==> src/rtl/event_timestamper.sv <==
// Time-stamps rising edges on asynchronous event lines with the system tick count
// and queues the stamps in a first-word-fall-through FIFO with drop accounting.
module event_timestamper #(
   parameter int NCH   = 4,
   parameter int DEPTH = 8,
   parameter int AW    = 3
) (
   input  logic             clk,
   input  logic             reset,
   input  logic [31:0]      time_in,
   input  logic [NCH-1:0]   event_in,
   input  logic             enable,
   output logic             out_valid,
   input  logic             out_ready,
   output logic [NCH-1:0]   out_chan,
   output logic [31:0]      out_time,
   output logic [AW:0]      fill,
   output logic             overflow,
   output logic [7:0]       drop_count,
   input  logic             clear_overflow
);

   localparam logic [AW:0] LP_DEPTH = (AW+1)'(DEPTH);

   logic [NCH-1:0]    r_s1;
   logic [NCH-1:0]    r_s2;
   logic [NCH-1:0]    r_s3;
   logic [NCH+31:0]   r_mem [DEPTH];
   logic [AW:0]       r_wrPtr;
   logic [AW:0]       r_rdPtr;
   logic              r_overflow;
   logic [7:0]        r_dropCount;

   logic [NCH-1:0]    w_rise;
   logic [AW:0]       w_fill;
   logic              w_empty;
   logic              w_full;
   logic              w_pop;
   logic              w_pushReq;
   logic              w_push;
   logic              w_drop;
   logic [NCH+31:0]   w_head;

   // s3 keeps following s2 even while disabled, so a line held high across enable adds no event
   always_ff @(posedge clk or posedge reset) begin
      if (reset) begin
         r_s1 <= '0;
         r_s2 <= '0;
         r_s3 <= '0;
      end else begin
         r_s1 <= event_in;
         r_s2 <= r_s1;
         r_s3 <= r_s2;
      end
   end

   assign w_rise    = r_s2 & ~r_s3;
   assign w_fill    = r_wrPtr - r_rdPtr;
   assign w_empty   = (w_fill == '0);
   assign w_full    = (w_fill == LP_DEPTH);
   assign w_pop     = ~w_empty & out_ready;
   assign w_pushReq = enable & (|w_rise);
   assign w_push    = w_pushReq & (~w_full | w_pop);
   assign w_drop    = w_pushReq & w_full & ~w_pop;

   always_ff @(posedge clk) begin
      if (w_push) begin
         r_mem[r_wrPtr[AW-1:0]] <= {w_rise, time_in};
      end
   end

   always_ff @(posedge clk or posedge reset) begin
      if (reset) begin
         r_wrPtr <= '0;
         r_rdPtr <= '0;
      end else begin
         if (w_push) begin
            r_wrPtr <= r_wrPtr + (AW+1)'(1);
         end
         if (w_pop) begin
            r_rdPtr <= r_rdPtr + (AW+1)'(1);
         end
      end
   end

   // A drop in the clearing cycle must survive the clear
   always_ff @(posedge clk or posedge reset) begin
      if (reset) begin
         r_overflow  <= 1'b0;
         r_dropCount <= 8'd0;
      end else if (clear_overflow) begin
         r_overflow  <= w_drop;
         r_dropCount <= w_drop ? 8'd1 : 8'd0;
      end else if (w_drop) begin
         r_overflow <= 1'b1;
         if (r_dropCount != 8'hFF) begin
            r_dropCount <= r_dropCount + 8'd1;
         end
      end
   end

   assign w_head     = w_empty ? '0 : r_mem[r_rdPtr[AW-1:0]];
   assign out_valid  = ~w_empty;
   assign out_chan   = w_head[NCH+31:32];
   assign out_time   = w_head[31:0];
   assign fill       = w_fill;
   assign overflow   = r_overflow;
   assign drop_count = r_dropCount;

endmodule

==> config.mk <==
export PLATFORM = sky130hd
export DESIGN_NAME = event_timestamper
export DESIGN_NICKNAME = d
export VERILOG_FILES = /design/src/rtl/event_timestamper.sv
export SDC_FILE = /design/constraint.sdc
export NUM_CORES = 1
export LEC_CHECK = 0
export CAP_MARGIN = 20
export CORE_UTILIZATION = 40
export CTS_CLUSTER_SIZE = 16
export DETAILED_ROUTE_END_ITERATION = 10
export DONT_BUFFER_PORTS = 1
export SLEW_MARGIN = 25
export SYNTH_ARGS = -nofsm -noshare
export SYNTH_HDL_FRONTEND = slang
export SYNTH_SLANG_ARGS = --single-unit
==> constraint.sdc <==
create_clock -name clk -period 9.9 [get_ports clk]
set_input_delay 0.495 -clock clk [delete_from_list [all_inputs] [get_ports clk]]
set_output_delay 0.495 -clock clk [all_outputs]
set_load 0.05 [all_outputs]
Word level (Yosys, flattened, before mapping)
Memory sizes are Yosys's and may differ from the RTL's.
Index checks and enable logic that the tools add are counted.
{"block": "word_totals", "register_bits": 29, "wordCells": 39, "n_memories": 1, "ramBits": 288}
{"block": "classes", "bitwise_logic": 11, "n_reduce_logical": 5, "n_eq_ne": 2, "mux": 9, "add_sub_neg": 4}
{"name": "r_mem", "words": 8, "word_bits": 36, "rd": 1, "rd_clocked_by_memory_dff": 0, "wr": 1, "line_no": "28", "source": "logic [NCH+31:0] r_mem [DEPTH];"}
{"operator": "two-way mux 36 bit", "count": 1}
{"operator": "two-way mux 8 bit", "count": 3}
{"operator": "adder 4 x 1 -> 4 bit, second input constant", "count": 2}
{"operator": "adder 8 x 1 -> 8 bit, second input constant", "count": 1}
{"operator": "!= test 8 bit, second input constant", "count": 1}
{"operator": "AND 1 bit", "count": 5}
{"operator": "two-way mux 1 bit", "count": 5}
{"operator": "AND 4 bit", "count": 1}
{"operator": "== test 4 bit, second input constant", "count": 1}
{"operator": "logical NOT 4 bit", "count": 1}
{"operator": "NOT 4 bit", "count": 1}
{"operator": "nonzero test 2 bit", "count": 2}
{"operator": "OR reduction 4 bit", "count": 1}
{"operator": "subtractor 4 bit", "count": 1}
{"operator": "NOT 1 bit", "count": 3}
{"operator": "AND reduction 2 bit", "count": 1}
{"operator": "bitwise OR 1 bit", "count": 1}

Depth between registers and ports, before layout
{"block": "logic_depth", "depth_word": 8, "ltp_mapped": 10}

Worst setup path before layout
OpenSTA, ideal clock, no wires.
{"block": "synth_timing", "kind": "reg-to-reg", "start": "register r_rdPtr[1]", "end": "memory r_mem[2][0] (netlist name), enable pin", "setup_slack_ns": 2.718, "stages_incl_launch_ff": 10, "t_arrival_ns": 6.649, "required_time_ns": 9.368, "setup_time_ns": 0.532, "n_path_buf": 2, "cell_sequence": "dfrtp_1 clkbuf_1 buf_1 inv_1 fa_1 xor2_1 or4_4 or3_2 nand2b_1 nor4b_1"}
{"block": "synth_via", "elab_chain_cells": 8, "word_cells_on_any_way": 10}
{"element": "from (decl)", "line_no": "30", "source": "logic [AW:0] r_rdPtr;"}
{"element": "from (signal assigned)", "line_no": "81", "source": "r_rdPtr <= r_rdPtr + (AW+1)'(1);"}
{"element": "subtractor 4 bit *", "line_no": "58", "source": "assign w_fill = r_wrPtr - r_rdPtr;"}
{"element": "net fill[2]", "line_no": "17", "source": "output logic [AW:0] fill,"}
{"element": "logical NOT 4 bit", "line_no": "59", "source": "assign w_empty = (w_fill == '0);"}
{"element": "NOT 1 bit", "line_no": "61", "source": "assign w_pop = ~w_empty & out_ready;"}
{"element": "AND 1 bit", "line_no": "61"}
{"element": "bitwise OR 1 bit *", "line_no": "63", "source": "assign w_push = w_pushReq & (~w_full | w_pop);"}
{"element": "AND 1 bit *", "line_no": "63"}
{"element": "two-way mux 1 bit *", "line_no": "67", "source": "if (w_push) begin"}
{"element": "two-way mux 1 bit (implied by the code) *", "line_no": "68", "source": "r_mem[r_wrPtr[AW-1:0]] <= {w_rise, time_in};"}
{"element": "to (decl)", "line_no": "28"}
The timed path passes the listed nets; every way through them passes the cells marked *.

Worst setup path in the final report
{"block": "layout_timing", "start": "register r_rdPtr[2]", "end": "output out_time[19]"}
{"block": "layout_via", "elab_chain_cells": 3, "word_cells_on_any_way": 4}
{"element": "subtractor 4 bit", "line_no": "58"}
{"element": "net fill[2]", "line_no": "17"}
{"element": "logical NOT 4 bit", "line_no": "59"}
{"element": "two-way mux 36 bit", "line_no": "102", "source": "assign w_head = w_empty ? '0 : r_mem[r_rdPtr[AW-1:0]];"}
{"element": "to (decl)", "line_no": "16", "source": "output logic [31:0] out_time,"}
The timed path passes the listed nets, and every way through them passes these cells.

==> results.ini <==
[cts]
tritoncts = built
ctsResizeCount = 0
insertion_delay_ns = 0.51
clockRootBuffer = clkbuf_16
numCtsBuffers = 34
clk_path_buf_depth = 3
htreeDepth = 2
clk_pin_slew_ns = 0.06
clock_sinks = 317

[synthesis]
yosysSeqAreaShare_pct = 76.3
syn_nets = 680
synth-seq-cells = 317
synth_top_area_cell = edfxtp_1
synth_ff_type = edfxtp_1
synth.area.top_cells = edfxtp_1 70%, mux4_2 13%, dfrtp_1 5.9%, nand2_1 2.4%, a21oi_1 1.7%
syn_inst = 632
ys_warn_count = 0
synth_area_per_cell_sq_um = 19.4
async_reset_ff_share_pct = 9.15
synth_top_area_share_pct = 70.4
synth_area_sq_um = 12300
netlist-cell-type-count = 40
synth_edf_count = 288

[drt]
viasPerCell = 5.53
finalWirelength_microns = 24500
via_count = 5909
drt-initial-drc-count = 379
routedWlPerCell_microns = 22.9
drt_first_pass_iters = 7
drc = 0
ant_nets = 0

[hold_path]
hold_path_depth = 0
hp-class = in -> reg

[placed_design]
port_buffers = 0
place.gp.congestion = 0.764
place_inst = 1007
pre_cts_ws_ns = 4.63
hpwlAfterDp_microns = 14500

[die]
core-area_sq_um = 30000
initial_utilization_pct = 41.0
die-area_sq_um = 31400
die_width_microns = 177
rows = 63
io_pins = 91
die_y_microns = 177

[critical_path]
path_max_fanout = 39
reg2reg_depth = 8
cp.required_ns = 9.41
crit_path_end_kind = primary output
cp-start-kind = flip-flop
cp.arrival_ns = 4.83
criticalPathCategory = reg -> out

[timing]
rsz0062_at_grt = false
finalMaxSlewViolations = 0
fin_crit_sh_pct = 53.8
finalSetupViolCount = 0
relSlewSlack_pct = 27.1
hold_viol_final = 0
setup_ws_ns = 4.57
period_minus_slack_ns = 5.33
clock.fmax_mhz = 188
worst_pin_slew_ns = 1.10
finalClockSkew_ns = 0.00906
fin_tns_setup_ns = 0

[pwr]
p_comb_share_pct = 37.3
clkPwrFrac_pct = 25.5
p_leak_nw = 4.52
power_frac_seq_pct = 37.3
p_sw_share_pct = 40.5
p_int_w = 0.00284
power.net_switching_w = 0.00193
peakVddDrop_mv = 0.168
p_per_area_nw_per_um2 = 342

[global_route]
grt_pass1_wl_microns = 37600
track_usage_pct = 16.1
use_met1_pct = 20.5
grt_pass1_vias = 6354
grt_util_met2_pct = 27.0
antenna_found_initial = 0
grt.busiest_layer = met2
met3_usage_pct = 3.97
overflow = 0
grt_max_degree = 51

[finish]
seqCellArea_sq_um = 9380
drive_gt1_share_pct = 24.7
nets = 703
final_cell_mix = 288 x edfxtp_1, 78 x nand2_1, 72 x mux4_2, 35 x clkbuf_16, 31 x a21oi_1
syn_to_final_growth_pct = 13.9
final_common_cell = edfxtp_1
multi_input_area_sq_um = 2840
finalNonFillerCells = 1069
final.fill_count = 2509
num_antenna_cells = 0

[outcome]
status = finished clean

[job]
maxCapViolations = 0

critical path, cell delays in order, from the launching register on:
cell	delay, ns
dfrtp_2	0.92
inv_2	0.57
ha_1	0.60
xor2_2	0.60
nor3_1	0.14
a21boi_4	0.25
buf_4	0.33
a21oi_1	0.88
final cells by class:
| cell class | count | share of cell area [%] |
|---|---|---|
| repair buffers | 17 | 1.12 |
| clock buffers | 48 | 6.76 |
| multi-input cells | 273 | 20.3 |
| well taps | 390 | 3.49 |
| clock inverters | 12 | 0.904 |
| inverters | 12 | 0.322 |
| flip-flops and latches | 317 | 67.1 |
flip-flops by register name (all words and copies together), names as in the netlist:
register / cells
drop_count: 8
overflow: 1
r_mem: 288
r_rdPtr: 4
r_s1: 4
r_s2: 4
r_s3: 4
r_wrPtr: 4
final timing paths:
kind | endpoint | startpoint | slack [ns]
max | out_time[19] | r_rdPtr[2] | 4.57
min | r_s1[0] | event_in[0] | 0.02
max reg2reg | r_mem[6][9] | r_rdPtr[2] | 4.82
min reg2reg | r_s2[0] | r_s1[0] | 0.35
max in group asynchronous | r_rdPtr[1] | reset | 8.93
min in group asynchronous | drop_count[5] | reset | 0.52
logic make-up (layout without fill, tap and decap cells):
kind of cell    count (synthesis)  count (layout)  share of synthesized area [%]
flops                         317             317                           76.3
simple gates                  126             126                           4.82
mux                            77              77                           13.7
compound gates                 54              54                           2.44
buf+inv                        42              89                           1.32
xor+xnor                        9               9                          0.642
fa+ha+maj                       7               7                          0.774
repair_timing:
action / 4_1_cts / 5_1_grt
hold buffers: 2 / 0
hold endpoints to repair: 30 / 0
buffers inserted: 0 / 0
metrics by stage:
| stage | hold slack, ns | instance area, sq um | utilization [%] | power [W] |
|---|---|---|---|---|
| 3_3_place_gp | 0.335 | 12800 | 42.8 | 0.00355 |
| 2_1_floorplan | 0.331 | 12300 | - | 0.00324 |
| 6_report | 0.0184 | 14000 | 46.7 | 0.00478 |
| 4_1_cts | 0.00245 | 14000 | 46.7 | 0.00484 |
| 5_1_grt | 0.00210 | 14000 | 46.7 | 0.00498 |
| 3_5_place_dp | 0.341 | 12900 | 43.0 | 0.00362 |
cell usage after synthesis (all sizes together) (6+ instances only):
cell type  number
clkbuf         21
nand2          78
nor2            6
dfrtp          29
xnor2           6
nor2b           6
a21oi          41
mux4           72
nor3            9
inv            12
ha              6
edfxtp        288
buf             9
layer usage:
layer	share of wire (%)	routed length [microns]
met5	0	0
met4	2.3	557
met1	42	10400
met2	49	12000
met3	6.4	1570
power by group through the flow:
stage / Combinational [W] / Sequential, W / Clock (W)
6_report: 0.00178 / 0.00178 / 0.00122
5_1_grt: 0.00189 / 0.00180 / 0.00129
4_1_cts: 0.00181 / 0.00179 / 0.00124
3_5_place_dp: 0.00180 / 0.00181 / 0
3_3_place_gp: 0.00171 / 0.00184 / 0
2_1_floorplan: 0.00154 / 0.00170 / 0
No activity file was read; power rests on OpenSTA's default activity.
